$ cat src/rtl/ifft_twiddle_sequencer.sv
// Twiddle-factor read sequencer for the radix-2 IFFT: walks stage/butterfly, drives the
// registered-read twiddle ROM and presents an aligned twiddle/tag stream with valid/ready.
module ifft_twiddle_sequencer #(
  parameter int unsigned NUM_STAGES      = 7,
  parameter int unsigned BFLY_PER_STAGE  = 8,
  parameter int unsigned WORDS_PER_STAGE = 4,
  parameter int unsigned ADDR_W          = 5,
  parameter int unsigned DATA_W          = 16
) (
  input  logic              clk,
  input  logic              rst_n,
  input  logic              start,
  input  logic              abort,
  output logic              busy,
  output logic              done,
  output logic [ADDR_W-1:0] rom_addr,
  input  logic [DATA_W-1:0] rom_data,
  output logic [DATA_W-1:0] tw_data,
  output logic [2:0]        tw_stage,
  output logic [2:0]        tw_bfly,
  output logic              tw_valid,
  input  logic              tw_ready,
  output logic              stage_done
);

  typedef enum logic [1:0] {StIdle, StRun, StDrain, StDone} state_e;

  localparam logic [2:0] LastStage = 3'(NUM_STAGES - 1);
  localparam logic [2:0] LastBfly  = 3'(BFLY_PER_STAGE - 1);

  state_e              state_q;
  logic                busy_q, done_q;
  logic [2:0]          stage_q, bfly_q;
  logic [ADDR_W-1:0]   rom_addr_q;
  // Address stage: tags of the word whose address is currently on rom_addr.
  logic                a_valid_q;
  logic [2:0]          a_stage_q, a_bfly_q;
  // Data stage: tags of the word currently on rom_data (or captured in p1_data_q).
  logic                p1_valid_q, p1_held_q;
  logic [2:0]          p1_stage_q, p1_bfly_q;
  logic [DATA_W-1:0]   p1_data_q;
  logic                tw_valid_q;
  logic [DATA_W-1:0]   tw_data_q;
  logic [2:0]          tw_stage_q, tw_bfly_q;

  logic                stall, last_issue, final_accept;
  logic [31:0]         issue_addr_full;
  logic [DATA_W-1:0]   p1_src;

  always_comb begin
    stall           = tw_valid_q & ~tw_ready;
    last_issue      = (stage_q == LastStage) && (bfly_q == LastBfly);
    final_accept    = tw_valid_q & tw_ready & (tw_stage_q == LastStage) & (tw_bfly_q == LastBfly);
    issue_addr_full = 32'(stage_q) * WORDS_PER_STAGE + (32'(bfly_q) % WORDS_PER_STAGE);
    // While stalled the ROM re-reads the held address, so the data-stage word is kept locally.
    p1_src          = p1_held_q ? p1_data_q : rom_data;
  end

  always_ff @(posedge clk or negedge rst_n) begin
    if (!rst_n) begin
      state_q    <= StIdle;
      busy_q     <= 1'b0;
      done_q     <= 1'b0;
      stage_q    <= '0;
      bfly_q     <= '0;
      rom_addr_q <= '0;
      a_valid_q  <= 1'b0;
      a_stage_q  <= '0;
      a_bfly_q   <= '0;
      p1_valid_q <= 1'b0;
      p1_held_q  <= 1'b0;
      p1_stage_q <= '0;
      p1_bfly_q  <= '0;
      p1_data_q  <= '0;
      tw_valid_q <= 1'b0;
      tw_data_q  <= '0;
      tw_stage_q <= '0;
      tw_bfly_q  <= '0;
    end else if (abort && (state_q != StIdle)) begin
      state_q    <= StIdle;
      busy_q     <= 1'b0;
      done_q     <= 1'b0;
      stage_q    <= '0;
      bfly_q     <= '0;
      a_valid_q  <= 1'b0;
      p1_valid_q <= 1'b0;
      p1_held_q  <= 1'b0;
      tw_valid_q <= 1'b0;
    end else begin
      done_q <= 1'b0;

      if (!stall) begin
        a_valid_q  <= 1'b0;
        p1_valid_q <= a_valid_q;
        p1_stage_q <= a_stage_q;
        p1_bfly_q  <= a_bfly_q;
        p1_held_q  <= 1'b0;
        tw_valid_q <= p1_valid_q;
        if (p1_valid_q) begin
          tw_data_q  <= p1_src;
          tw_stage_q <= p1_stage_q;
          tw_bfly_q  <= p1_bfly_q;
        end
      end else if (!p1_held_q) begin
        p1_data_q <= rom_data;
        p1_held_q <= 1'b1;
      end

      case (state_q)
        StIdle: begin
          if (start) begin
            state_q <= StRun;
            busy_q  <= 1'b1;
            stage_q <= '0;
            bfly_q  <= '0;
          end
        end
        StRun: begin
          if (!stall) begin
            a_valid_q  <= 1'b1;
            a_stage_q  <= stage_q;
            a_bfly_q   <= bfly_q;
            rom_addr_q <= issue_addr_full[ADDR_W-1:0];
            if (last_issue) begin
              state_q <= StDrain;
            end else if (bfly_q == LastBfly) begin
              bfly_q  <= '0;
              stage_q <= stage_q + 3'd1;
            end else begin
              bfly_q <= bfly_q + 3'd1;
            end
          end
        end
        StDrain: begin
          if (final_accept) begin
            state_q <= StDone;
            busy_q  <= 1'b0;
            done_q  <= 1'b1;
          end
        end
        StDone: begin
          state_q <= StIdle;
        end
        default: state_q <= StIdle;
      endcase
    end
  end

  assign busy       = busy_q;
  assign done       = done_q;
  assign rom_addr   = rom_addr_q;
  assign tw_data    = tw_data_q;
  assign tw_stage   = tw_stage_q;
  assign tw_bfly    = tw_bfly_q;
  assign tw_valid   = tw_valid_q;
  assign stage_done = tw_valid_q & tw_ready & (tw_bfly_q == LastBfly);

endmodule

$ cat config.mk
export PLATFORM = sky130hd
export DESIGN_NAME = ifft_twiddle_sequencer
export DESIGN_NICKNAME = d
export VERILOG_FILES = /design/src/rtl/ifft_twiddle_sequencer.sv
export SDC_FILE = /design/constraint.sdc
export NUM_CORES = 1
export LEC_CHECK = 0
export BUFFER_PORTS_ARGS = -buffer_cell sky130_fd_sc_hd__buf_2
export CAP_MARGIN = 25
export CORE_ASPECT_RATIO = 1.25
export CORE_MARGIN = 8
export CORE_UTILIZATION = 25
export DETAILED_ROUTE_END_ITERATION = 10
export PLACE_DENSITY = 0.5
export SETUP_SLACK_MARGIN = 0.3
export SYNTH_ARGS = -nofsm -noshare
export SYNTH_HDL_FRONTEND = slang
export SYNTH_SLANG_ARGS = --single-unit
$ cat constraint.sdc
create_clock -name clk -period 4.1 [get_ports clk]
set_clock_uncertainty 0.2 [all_clocks]
set_input_delay 0.82 -clock clk [delete_from_list [all_inputs] [get_ports clk]]
set_output_delay 0.82 -clock clk [all_outputs]
set_load 0.05 [all_outputs]
Yosys cells after proc, flatten, opt, wreduce, memory -nomap -nowiden --
Index checks and enable logic that the tools add are counted.
Storage, ports and cells: flip-flop bits (word level) 69, bits in latches 0, memory bits (writable) 0, memory bits (read-only) 0, input bits 21, output and inout bits 31, word-level logic and storage cells 92, memories kept 0
Cells by class: add/sub/neg operators 3, $mul 0, divide/modulo/power cells 0, magnitude comparators 0, equal/unequal tests 14, shift operators 0, mux-type cells 35, bitwise gates (word level) 8, reduce and logical (&&, ||, !) cells 14
Operators by type and width (number):
- 3-bit 2-to-1 mux | 9
- 3-bit != test (second input constant) | 6
- 1-bit 2-to-1 mux | 16
- 16-bit 2-to-1 mux | 1
- 3-bit equality test (second input constant) | 4
- 3-bit case mux with 2 select lines | 2
- 2-bit 2-to-1 mux | 5
- 3-bit AND reduction | 3
- 2-bit case mux with 4 select lines | 1
- 4-bit AND reduction | 2
- 3-bit by 1-bit adder with 3-bit output (second input constant) | 2
- 3-bit nonzero test | 2
- 5-bit by 2-bit adder with 5-bit output | 1
- 1-bit AND | 5
- 5-bit AND reduction | 1
- 2-bit equality test (second input constant) | 2
- 2-bit AND reduction | 2
- 1-bit inverter | 3
- 2-bit by 1-bit equality test with 1-bit output (second input constant) | 1
- 1-bit logical AND | 2
- 2-bit zero test | 1
- 2-bit by 1-bit != test with 1-bit output (second input constant) | 1
- 1-bit case mux with 2 select lines | 1
- 2-bit nonzero test | 1

Logic depth before layout (Yosys ltp) --
Gate-level depths: netlist (run 1).
depth in word-level cells 6, mapped depth 8

Worst setup path before layout (run 1) --
No wires, ideal clock.
kind input to output, from input port tw_ready, to output port stage_done, arrival time 1.580 ns, data required time 3.080 ns, setup slack 1.500 ns, cell stages on the path 2, path buffers 0, path through nand3_1 -> nor2_1
Between the ends: longest elaborated chain between the ends 2
RTL lines:
- start, declared | RTL line 22 | input logic tw_ready,
- 1-bit AND (2 in a row) | RTL line 156 | assign stage_done = tw_valid_q & tw_ready & (tw_bfly_q == LastBfly);
- end, declared | RTL line 23 | output logic stage_done
No other way between the ends.

Worst setup path after layout (run 1) --
from register state_q[1], to register tw_stage_q[0] (netlist: tw_stage[0])
Between the ends: longest elaborated chain between the ends 4
RTL lines:
- start, declared | RTL line 31 | state_e state_q;
- start signal, assigned | RTL line 61 | state_q <= StIdle;
- start signal, assigned | RTL line 80 | state_q <= StIdle;
- start signal, assigned | RTL line 112 | state_q <= StRun;
- 2-bit nonzero test | RTL line 79 | end else if (abort && (state_q != StIdle)) begin
- 1-bit logical AND | RTL line 79
- 1-bit inverter (no source line)
- 3-bit AND reduction (no source line)
- end signal, assigned | RTL line 101 | tw_stage_q <= p1_stage_q;
- end, declared | RTL line 44 | logic [2:0] tw_stage_q, tw_bfly_q;
No other way between the ends. A chain may end at the register's enable or synchronous reset.

==> results of run 1 <==
==> cell usage in the layout (no fill, tap or decap), types with 3 or more instances in the layout <==
cell type / instances
mux2_4: 19
nand2_1: 12
clkbuf_16: 9
ha_1: 7
dfrtp_1: 64
and3_1: 3
nand3_1: 4
mux2_2: 17
mux2i_1: 19
clkbuf_8: 3
a21oi_2: 10
a21oi_1: 8
nor2_1: 21
buf_2: 51
inv_1: 5
==> flip-flops by register name, summed over array words and instances, names as in the netlist <==
register / cells
tw_data: 16
busy: 1
a_valid_q: 1
stage_q: 3
bfly_q: 3
p1_data_q: 16
tw_valid: 1
a_bfly_q: 1
p1_valid_q: 1
p1_stage_q: 3
tw_stage: 3
tw_bfly: 3
done: 1
p1_bfly_q: 3
p1_held_q: 1
state_q: 2
rom_addr: 5
==> synth_stat cells (2+ instances only) <==
cell type / number
nand2_1: 12
nor2b_1: 2
buf_4: 5
and3_1: 3
ha_1: 7
buf_2: 3
nor2b_4: 2
inv_1: 5
mux2i_1: 19
mux2_2: 17
buf_8: 2
mux2_4: 19
a21oi_1: 8
o211ai_1: 2
nand2b_1: 2
a21oi_2: 10
nand3_1: 4
dfrtp_1: 64
nor2_1: 21
==> cells by family (layout without fill, tap and decap cells) <==
logic type,count (synthesis),in the layout,share of synthesized area (%)
flops,64,64,52.7
mux,56,56,22.3
compound gates,27,27,7.83
buf+inv,16,73,4.00
simple gates,57,57,10.3
fa+ha+maj,7,7,2.88
==> layer usage <==
| metal | GRT usage (%) | vias to the layer above |
|---|---|---|
| li1 | - | 897 |
| met1 | 9.64 | 921 |
| met2 | 13.7 | 49 |
| met3 | 3.94 | 10 |
| met4 | 4.08 | 0 |
| met5 | 0 | - |
==> area by class of cell <==
cell class	count	area [sq um]	share of cell area (%)
flip-flops and latches	64	1600	43.0
inverters	5	18.8	0.504
repair buffers	52	263	7.06
clock buffers	12	267	7.16
well taps	164	205	5.51
clock inverters	4	51.3	1.38
multi-input cells	147	1320	35.3
==> per-stage QoR <==
step           util (%)  worst slack [ns]  cell area [sq um]  power, mW
6_report           31.0              1.52               3720       3.22
5_1_grt            31.0              1.37               3720       3.42
4_1_cts            31.0              1.49               3720       3.27
3_5_place_dp       28.4              1.35               3400       2.45
3_3_place_gp       28.4              1.39               3400       2.43
2_1_floorplan         -              1.50               3040       2.18
==> power groups by stage <==
stage | clock network (mW) | registers [mW] | logic (mW)
2_1_floorplan | 0 | 1.42 | 0.760
3_3_place_gp | 0 | 1.06 | 1.37
4_1_cts | 0.821 | 1.06 | 1.39
3_5_place_dp | 0 | 1.06 | 1.39
6_report | 0.799 | 1.05 | 1.37
5_1_grt | 0.847 | 1.09 | 1.48
==> critical path, stage by stage (launching register included) <==
cell      delay, ns
dfrtp_1        0.38
inv_1          0.10
ha_1           0.40
nand2b_1       0.40
and3_4         0.61
mux2_4         0.34
==> final timing paths <==
path                             from           to  slack (ns)  depth (start not counted)
max                        state_q[1]  tw_stage[0]        1.52                          5
min                         a_valid_q    a_valid_q        0.28                          2
max reg2reg                state_q[1]  tw_stage[0]        1.52                          5
min reg2reg                 a_valid_q    a_valid_q        0.28                          2
max in group asynchronous       rst_n  tw_data[15]        2.49                          2
min in group asynchronous       rst_n   tw_data[4]        0.29                          1
==> impl_results.md, run 1 <==
* P_sw at 1.32 mW
* Initial DRC Count at 65
* Internal Power at 1.90 mW
* Antenna violations before repair at 0
* Post-Synthesis Cells at 227
* CTS tree: done
* Proportion of layout cells with a drive suffix above 1 at approximately 44%
* Post_cts resized at 0
* CTS clock-pin slew for the worst setup and hold paths at 0.05 ns
* Setup repair bufs after CTS at 0
* Tmin final at roughly 2.6 ns
* TNS Setup at 0 ns
* Vias in the first global route at about 2000
* CTS H-tree depth at 3
* Gr usage total at approximately 8.6%
* Inserted Diodes at 0
* Largest net degree at the start of global routing at 41
* Top post-synthesis cells by area: dfrtp_1 (53%), mux2_4 (9.4%), mux2_2 (6.3%), mux2i_1 (6.3%), a21oi_2 (2.9%)
* Sw Ratio at between 40% and 50%
* Die width at 115 microns
* Distinct cells, synth at 39
* Combinational share of power at between 40% and 50%
* Fill cell count at 1224
* Routed length on met1 at 2.80 mm
* Slew Viols, Final at 0
* Post-synth EDFFs at 0
* Ys async rst share at 100%
* I/O Buffers at 51
* DRC at 0
* CTS Sinks at 64
* Final Setup Violations at 0
* Met3 wire len at 485 microns
* Synth Warn # at 0
* CTS Buffer Depth at 2
* Worst ir drop on vdd at 0.220 mV
* Placed Cells incl. Taps at 432
* Vias per cell at 4.19
* Pleak at 1.71 nW
* Outcome: completed
* Clk pwr share at 24.8%
* Final wirelength at roughly 6.6 mm
* CTS buffer count at 9
* Maximum Capacitance Violations at 0
* CP Class: reg -> reg
* Initial Util at 25.3%
* Die area at roughly 16000 sq um
* DR WL met2 at around 3.2 mm
* Max layer used: met4
* Post-synthesis sequential area ratio at 52.7%
* Vias at 1877
* Syn Nets at about 260
* P&R area growth vs syn at 22.5%
* Grt total ovfl at 0
* Die Height at 139 microns
* Primary FF master, synth: dfrtp_1
* Fin cells at 448
* Synth top area share at 52.7%
* Yosys reg bits at 64
* Post-detail-place hpwl at 4.65 mm
* CP endpoint kind: flop
* Fin. Hold Viols at 0
* CP Launch Type: flop
* Rel. slew slack at 33.0%
* Synthesized area per cell at 13.4 sq um
* Post-synth top area cell: dfrtp_1
* Worst Path Arrival at 2.59 ns
* DRT Pass-1 Iters at 4
* Nets at 307
* Final estimated routing congestion in global placement at ~0.76
* Core Footprint at 12000 sq um
* ANT nets after route at 0
* Clk root buf: clkbuf_16
* Routed WL per cell at 14.7 microns
* Max Clk Rate at 388 MHz
* Cell area after synthesis at about 3000 sq um
* Seq pwr share at between 30 and 40%
* RSZ-0062 raised after global routing: false
* Hold Path Class: reg -> reg
* Worst-Skew Late Latency at 0.33 ns
* Critical Path Fanout Max at 39
* Pwr dens at 865 nW/um^2
* Worst EP required at between 4 and 5 ns
* # rows at 45
* First-pass GRT wire length at ~11 mm
* Period utilization at 62.8%
* # hold bufs at CTS at 0
* Worst Max-Slew Pin Slew at slightly above 1 ns
* Worst hold margin at between 0.2 and 0.3 ns
* I/O Pins at 52
Note: power is estimated with default switching activity, not from simulation.
==> run 2: changes to the inputs <==
==> constraint.sdc (replaced) <==
create_clock -name clk -period 2.5 [get_ports clk]
set_clock_uncertainty 0.2 [all_clocks]
set_input_delay 0.5 -clock clk [delete_from_list [all_inputs] [get_ports clk]]
set_output_delay 0.5 -clock clk [all_outputs]
set_load 0.05 [all_outputs]
==> impl_results.md, run 2 (synthesized netlist as in run 1, its figures left out) <==
* RSZ-0062 raised after global routing: true
* CP Class: reg -> reg
* Nets at 315
* Vias per cell at 4.16
* P&R area growth vs syn at 26.7%
* First-pass GRT wire length at 10.7 mm
* Fin. Hold Viols at 0
* Vias in the first global route at 1978
* Clk pwr share at 25.0%
* Critical Path Fanout Max at 8
* R2R Path Start: state_q[0]
* DRT Pass-1 Iters at 4
* Worst path cell trace: inv_1, ha_2, nor2b_4, a311oi_4, o31ai_4, mux2_4
* Vias at about 1900
* Worst-Skew Late Latency at 0.32 ns
* Initial DRC Count at 101
* Worst setup path startpoint: state_q[0]
* Sw Ratio at 40.0%
* Worst R2R Path Depth at 6
* P_sw at between 2 and 2.5 mW
* CP endpoint kind: flop
* CTS tree: done
* Sum of buffers and inverters on the critical path at 1
* Crit path max-delay cell type: a311oi_4
* Antenna violations before repair at 0
* Internal Power at 3.24 mW
* Combinational share of power at 43.3%
* CTS clock-pin slew for the worst setup and hold paths at 0.06 ns
* Hold Path Class: in -> reg
* Largest stage delay on the critical path at 0.41 ns
* Fill cell count at 1218
* Period utilization at 83.1%
* Worst EP required at 2.50 ns
* Pwr dens at 1400 nW/um^2
* Gr usage total at under 10%
* TNS Setup at 0 ns
* Final Setup Violations at 0
* DRC at 0
* Grt total ovfl at 0
* I/O Pins at 52
* Reg2reg setup slack at 0.42 ns
* Hold Startpoint: rom_data[12]
* Proportion of layout cells with a drive suffix above 1 at between 40% and 50%
* Maximum Capacitance Violations at 0
* CTS Buffer Depth at 2
* Overall Power at 5.39 mW
* Die width at 115 microns
* # rows at 45
* Outcome: completed
* Critical Path End: bfly_q[0]
* Core Footprint at 12000 sq um
* Die Height at 139 microns
* Routed WL per cell at 14.4 microns
* Clk root buf: clkbuf_16
* Stages on worst setup path at 6
* Seq pwr share at between 30% and 40%
* Worst hold margin at ~0.22 ns
* CTS Sinks at 64
* CTS buffer count at 9
* Slew Viols, Final at 0
* ANT nets after route at 0
* Final estimated routing congestion in global placement at 0.758
* Max Clk Rate at 481 MHz
* Pleak at 1.76 nW
* Inserted Diodes at 0
* Most common cell after layout, fill and taps aside: dfrtp_1
* Dpl ws at 0.237 ns
* Largest net degree at the start of global routing at 33
* Worst Path Arrival at 2.08 ns
* Worst ir drop on vdd at 0.588 mV
* CP Launch Type: flop
* Crit-path leading delay family: compound AO/OA/AOI/OAI gates
* Worst Max-Slew Pin Slew at about 0.57 ns
* Post-detail-place hpwl at 4.87 mm
* CTS H-tree depth at 3
* Initial Util at about a quarter
* Commonest non-fill, non-tap cells in the layout: dfrtp_1 (64), buf_2 (51), nor2_1 (21), mux2i_1 (19), mux2_4 (19)
* I/O Buffers at between 50 and 60
* Rel. slew slack at 61.7%
* Worst reg2reg endpoint: bfly_q[0]
* Final wirelength at 6.57 mm
* Setup WS post-layout at 0.421 ns
* Die area at roughly 16000 sq um
* Tmin final at 2.08 ns
==> run 2: changes by cell type in the layout (fill, tap and decap cells not counted), moves of 2 or more <==
cell / previous run / this run
ha_2: 0 / 2
buf_4: 1 / 4
clkbuf_1: 0 / 2
buf_12: 0 / 4
ha_1: 7 / 5
clkbuf_8: 3 / 1
==> run 2: through the flow <==
step / cell area (sq um) / cells / utilization (%)
2_1_floorplan: 3040 / 227 / -
6_report: 3850 / 456 / 32.1
3_3_place_gp: 3510 / 439 / 29.2
5_1_grt: 3850 / 456 / 32.1
3_5_place_dp: 3510 / 439 / 29.2
4_1_cts: 3840 / 456 / 32.0
==> run 2: layout make-up <==
class / instances / area, sq um / share of cell area, %
Sequential cell: 64 / 1600 / 41.6
Multi-Input combinational cell: 147 / 1330 / 34.4
Timing Repair Buffer: 60 / 375 / 9.75
Clock buffer: 12 / 246 / 6.40
Tap cell: 164 / 205 / 5.33
Clock inverter: 4 / 76.3 / 1.98
Inverter: 5 / 18.8 / 0.487
==> run 2: worst min path at each step <==
stage,end,cells after the start
after floorplan,a_bfly_q[2],0
after global placement,a_valid_q,2
after detailed placement,a_valid_q,2
after CTS,p1_data_q[5],2
after global routing,p1_data_q[5],2
final,p1_data_q[12],2
==> run 2: timing repair <==
action,in CTS,in global routing
pin swaps,0,1
resized for setup,1,2
hold buffers,1,0
endpoints found under the setup margin,4,43
endpoints found under the hold margin,20,0
buffers inserted,0,0
==> run 2: metal layers <==
layer,global-route usage (%),vias to the layer above,wire length [microns]
met5,0,-,0
met4,4.22,0,94
met3,2.55,7,409
met2,14.1,45,3220
met1,10.1,927,2850
li1,-,918,-
==> run 2: power groups by stage <==
stage	clock network (mW)	logic (mW)	registers (mW)
final	1.35	2.34	1.71
after global routing	1.43	2.52	1.77
after CTS	1.38	2.36	1.72
after detailed placement	0	2.35	1.73
after global placement	0	2.33	1.72
after floorplan	0	1.25	2.33
==> run 2: worst register-to-register path: stages, from the launching register on <==
cell and delay, ns:
dfrtp_1 0.36, inv_1 0.08, ha_2 0.26, nor2b_4 0.16, a311oi_4 0.41, o31ai_4 0.17
mux2_4 0.32
==> run 3: changes to the inputs <==
--- a/config.mk
+++ b/config.mk
@@ -11,7 +11,7 @@
 export CORE_MARGIN = 8
 export CORE_UTILIZATION = 25
 export DETAILED_ROUTE_END_ITERATION = 10
-export PLACE_DENSITY = 0.5
+export PLACE_DENSITY = 0.51
 export SETUP_SLACK_MARGIN = 0.3
 export SYNTH_ARGS = -nofsm -noshare
 export SYNTH_HDL_FRONTEND = slang
==> constraint.sdc (replaced) <==
create_clock -name clk -period 1.8 [get_ports clk]
set_clock_uncertainty 0.2 [all_clocks]
set_input_delay 0.36 -clock clk [delete_from_list [all_inputs] [get_ports clk]]
set_output_delay 0.36 -clock clk [all_outputs]
set_load 0.05 [all_outputs]
==> impl_results.md, run 3 (synthesized netlist as in run 1, its figures left out) <==
* Initial Util at 25.3%
* Hold Path Class: in -> reg
* DRC at 0
* Worst ir drop on vdd at 0.645 mV
* P_sw at 3.53 mW
* CP Launch Type: flop
* Initial DRC Count at 67
* P&R area growth vs syn at 63.6%
* Largest net degree at the start of global routing at 27
* Die area at 16000 sq um
* Slew Viols, Final at 0
* CP Class: reg -> reg
* Most common cell after layout, fill and taps aside: dfrtp_1
* Placed Cells incl. Taps at 463
* Fin cells at a little over 500
* Hold Startpoint: rom_data[3]
* ANT nets after route at 0
* Sw Ratio at 37.4%
* CTS tree: done
* Worst hold margin at roughly 0.079 ns
* CP endpoint kind: flop
* Worst Path Arrival at ~1.9 ns
* Final estimated routing congestion in global placement at around 0.74
* Worst Max-Slew Pin Slew at around 0.27 ns
* Post-route cell area at 4970 sq um
* Pleak at roughly 2.3 nW
* Max Clk Rate at 527 MHz
* I/O Pins at 52
* Vias at between 2000 and 2500
* Grt total ovfl at 0
* Antenna violations before repair at 0
* Nets at roughly 370
* Vias in the first global route at 2324
* TNS Setup at -2.08 ns
* Failing checks: setup timing
* Worst setup path startpoint: state_q[1]
* Core Footprint at about 12000 sq um
* Die width at approximately 110 microns
* Post-detail-place hpwl at 5.21 mm
* Seq pwr share at between 20% and 30%
* Worst-Skew Late Latency at 0.33 ns
* Rel. slew slack at 81.5%
* Clk pwr share at 20.4%
* Final Setup Violations at 33
* Die Height at about 140 microns
* Internal Power at 5.91 mW
* Combinational share of power at 53.3%
* CTS Sinks at 64
* Final wirelength at 7.91 mm
* Inserted Diodes at 0
* Dpl cell area at 3800 sq um
* Period utilization at 105%
* Maximum Capacitance Violations at 0
* Pwr dens at 1900 nW/um^2
* # rows at 45
* CTS Buffer Depth at 2
* First-pass GRT wire length at 12.4 mm
* Worst EP required at between 1.5 and 2 ns
* Gr usage total at 10.2%
* Proportion of layout cells with a drive suffix above 1 at approximately 66%
* Commonest non-fill, non-tap cells in the layout: dfrtp_1 (60), buf_4 (44), buf_6 (37), mux2_4 (33), buf_2 (21)
* Outcome: complete, but fails checks
* R2R Path Start: state_q[1]
* Vias per cell at 4.30
* CTS H-tree depth at 3
* Tmin final at 1.90 ns
* Setup WS post-layout at -0.0985 ns
* I/O Buffers at 51
* Clk root buf: clkbuf_16
* DRT Pass-1 Iters at 4
* Overall Power at 9.44 mW
* CTS buffer count at 9
* CTS clock-pin slew for the worst setup and hold paths at approximately 0.050 ns
* Critical Path Fanout Max at 7
* Fin. Hold Viols at 0
* Routed WL per cell at 15.4 microns
* RSZ-0062 raised after global routing: true
run 3: changes by cell type in the layout (fill, tap and decap cells not counted), sizes merged:
cell,delta
and3,+1
buf,+58
clkbuf,+2
clkinvlp,-1
inv,-1
run 3: critical path, stage by stage, from the launching register on:
cell and delay [ns]:
dfrtp_1 0.38, inv_2 0.12, ha_4 0.21, nand2b_4 0.19, and3_4 0.25, buf_12 0.13
mux2_4 0.29
run 3: metrics by stage:
stage	util, %	worst slack [ns]
floorplan	-	-0.0868
global placement	31.7	-0.140
detailed placement	31.7	-0.176
CTS	39.2	-0.144
global route	41.4	-0.170
finish	41.4	-0.0985
run 3: repair_timing:
| action | 4_1_cts | 5_1_grt |
|---|---|---|
| endpoints found under the setup margin | 91 | 78 |
| buffers inserted | 12 | 19 |
| gates cloned | 4 | 0 |
| endpoints found under the hold margin | 32 | 0 |
| hold buffers | 1 | 0 |
| pin swaps | 6 | 8 |
| gates resized for setup | 106 | 27 |
run 3: layer usage:
layer	vias up	global-route usage [%]	wire length, microns	share of wire (%)
met3	13	3.07	429	5.4
met4	0	5.34	201	2.5
li1	1038	-	-	-
met5	-	0	0	0
met1	1113	11.6	3290	42
met2	48	16.8	3980	50
run 3: path summary, 6_finish.rpt:
kind	slack (ns)	depth (start not counted)	end
min	0.08	2	p1_data_q[3]
max	-0.1	6	tw_bfly[1]
min reg2reg	0.29	2	a_valid_q
min in group asynchronous	0.24	2	done
max reg2reg	-0.1	6	tw_bfly[1]
max in group asynchronous	0.52	4	p1_stage_q[1]
run 3: final cells by class:
class	count	area, sq um
repair buffers	118	1160
inverters	5	18.8
well taps	164	205
clock inverters	2	60.1
clock buffers	14	274
multi-input cells	148	1650
flip-flops and latches	64	1610
fillers	1133	7020
run 3: power by group through the flow:
stage / Clock [mW] / Combinational, mW / Sequential [mW]
2_1_floorplan: 0 / 1.94 / 3.26
3_3_place_gp: 0 / 3.69 / 2.38
3_5_place_dp: 0 / 3.72 / 2.41
4_1_cts: 1.98 / 4.68 / 2.49
5_1_grt: 2.04 / 5.32 / 2.55
6_report: 1.93 / 5.03 / 2.48
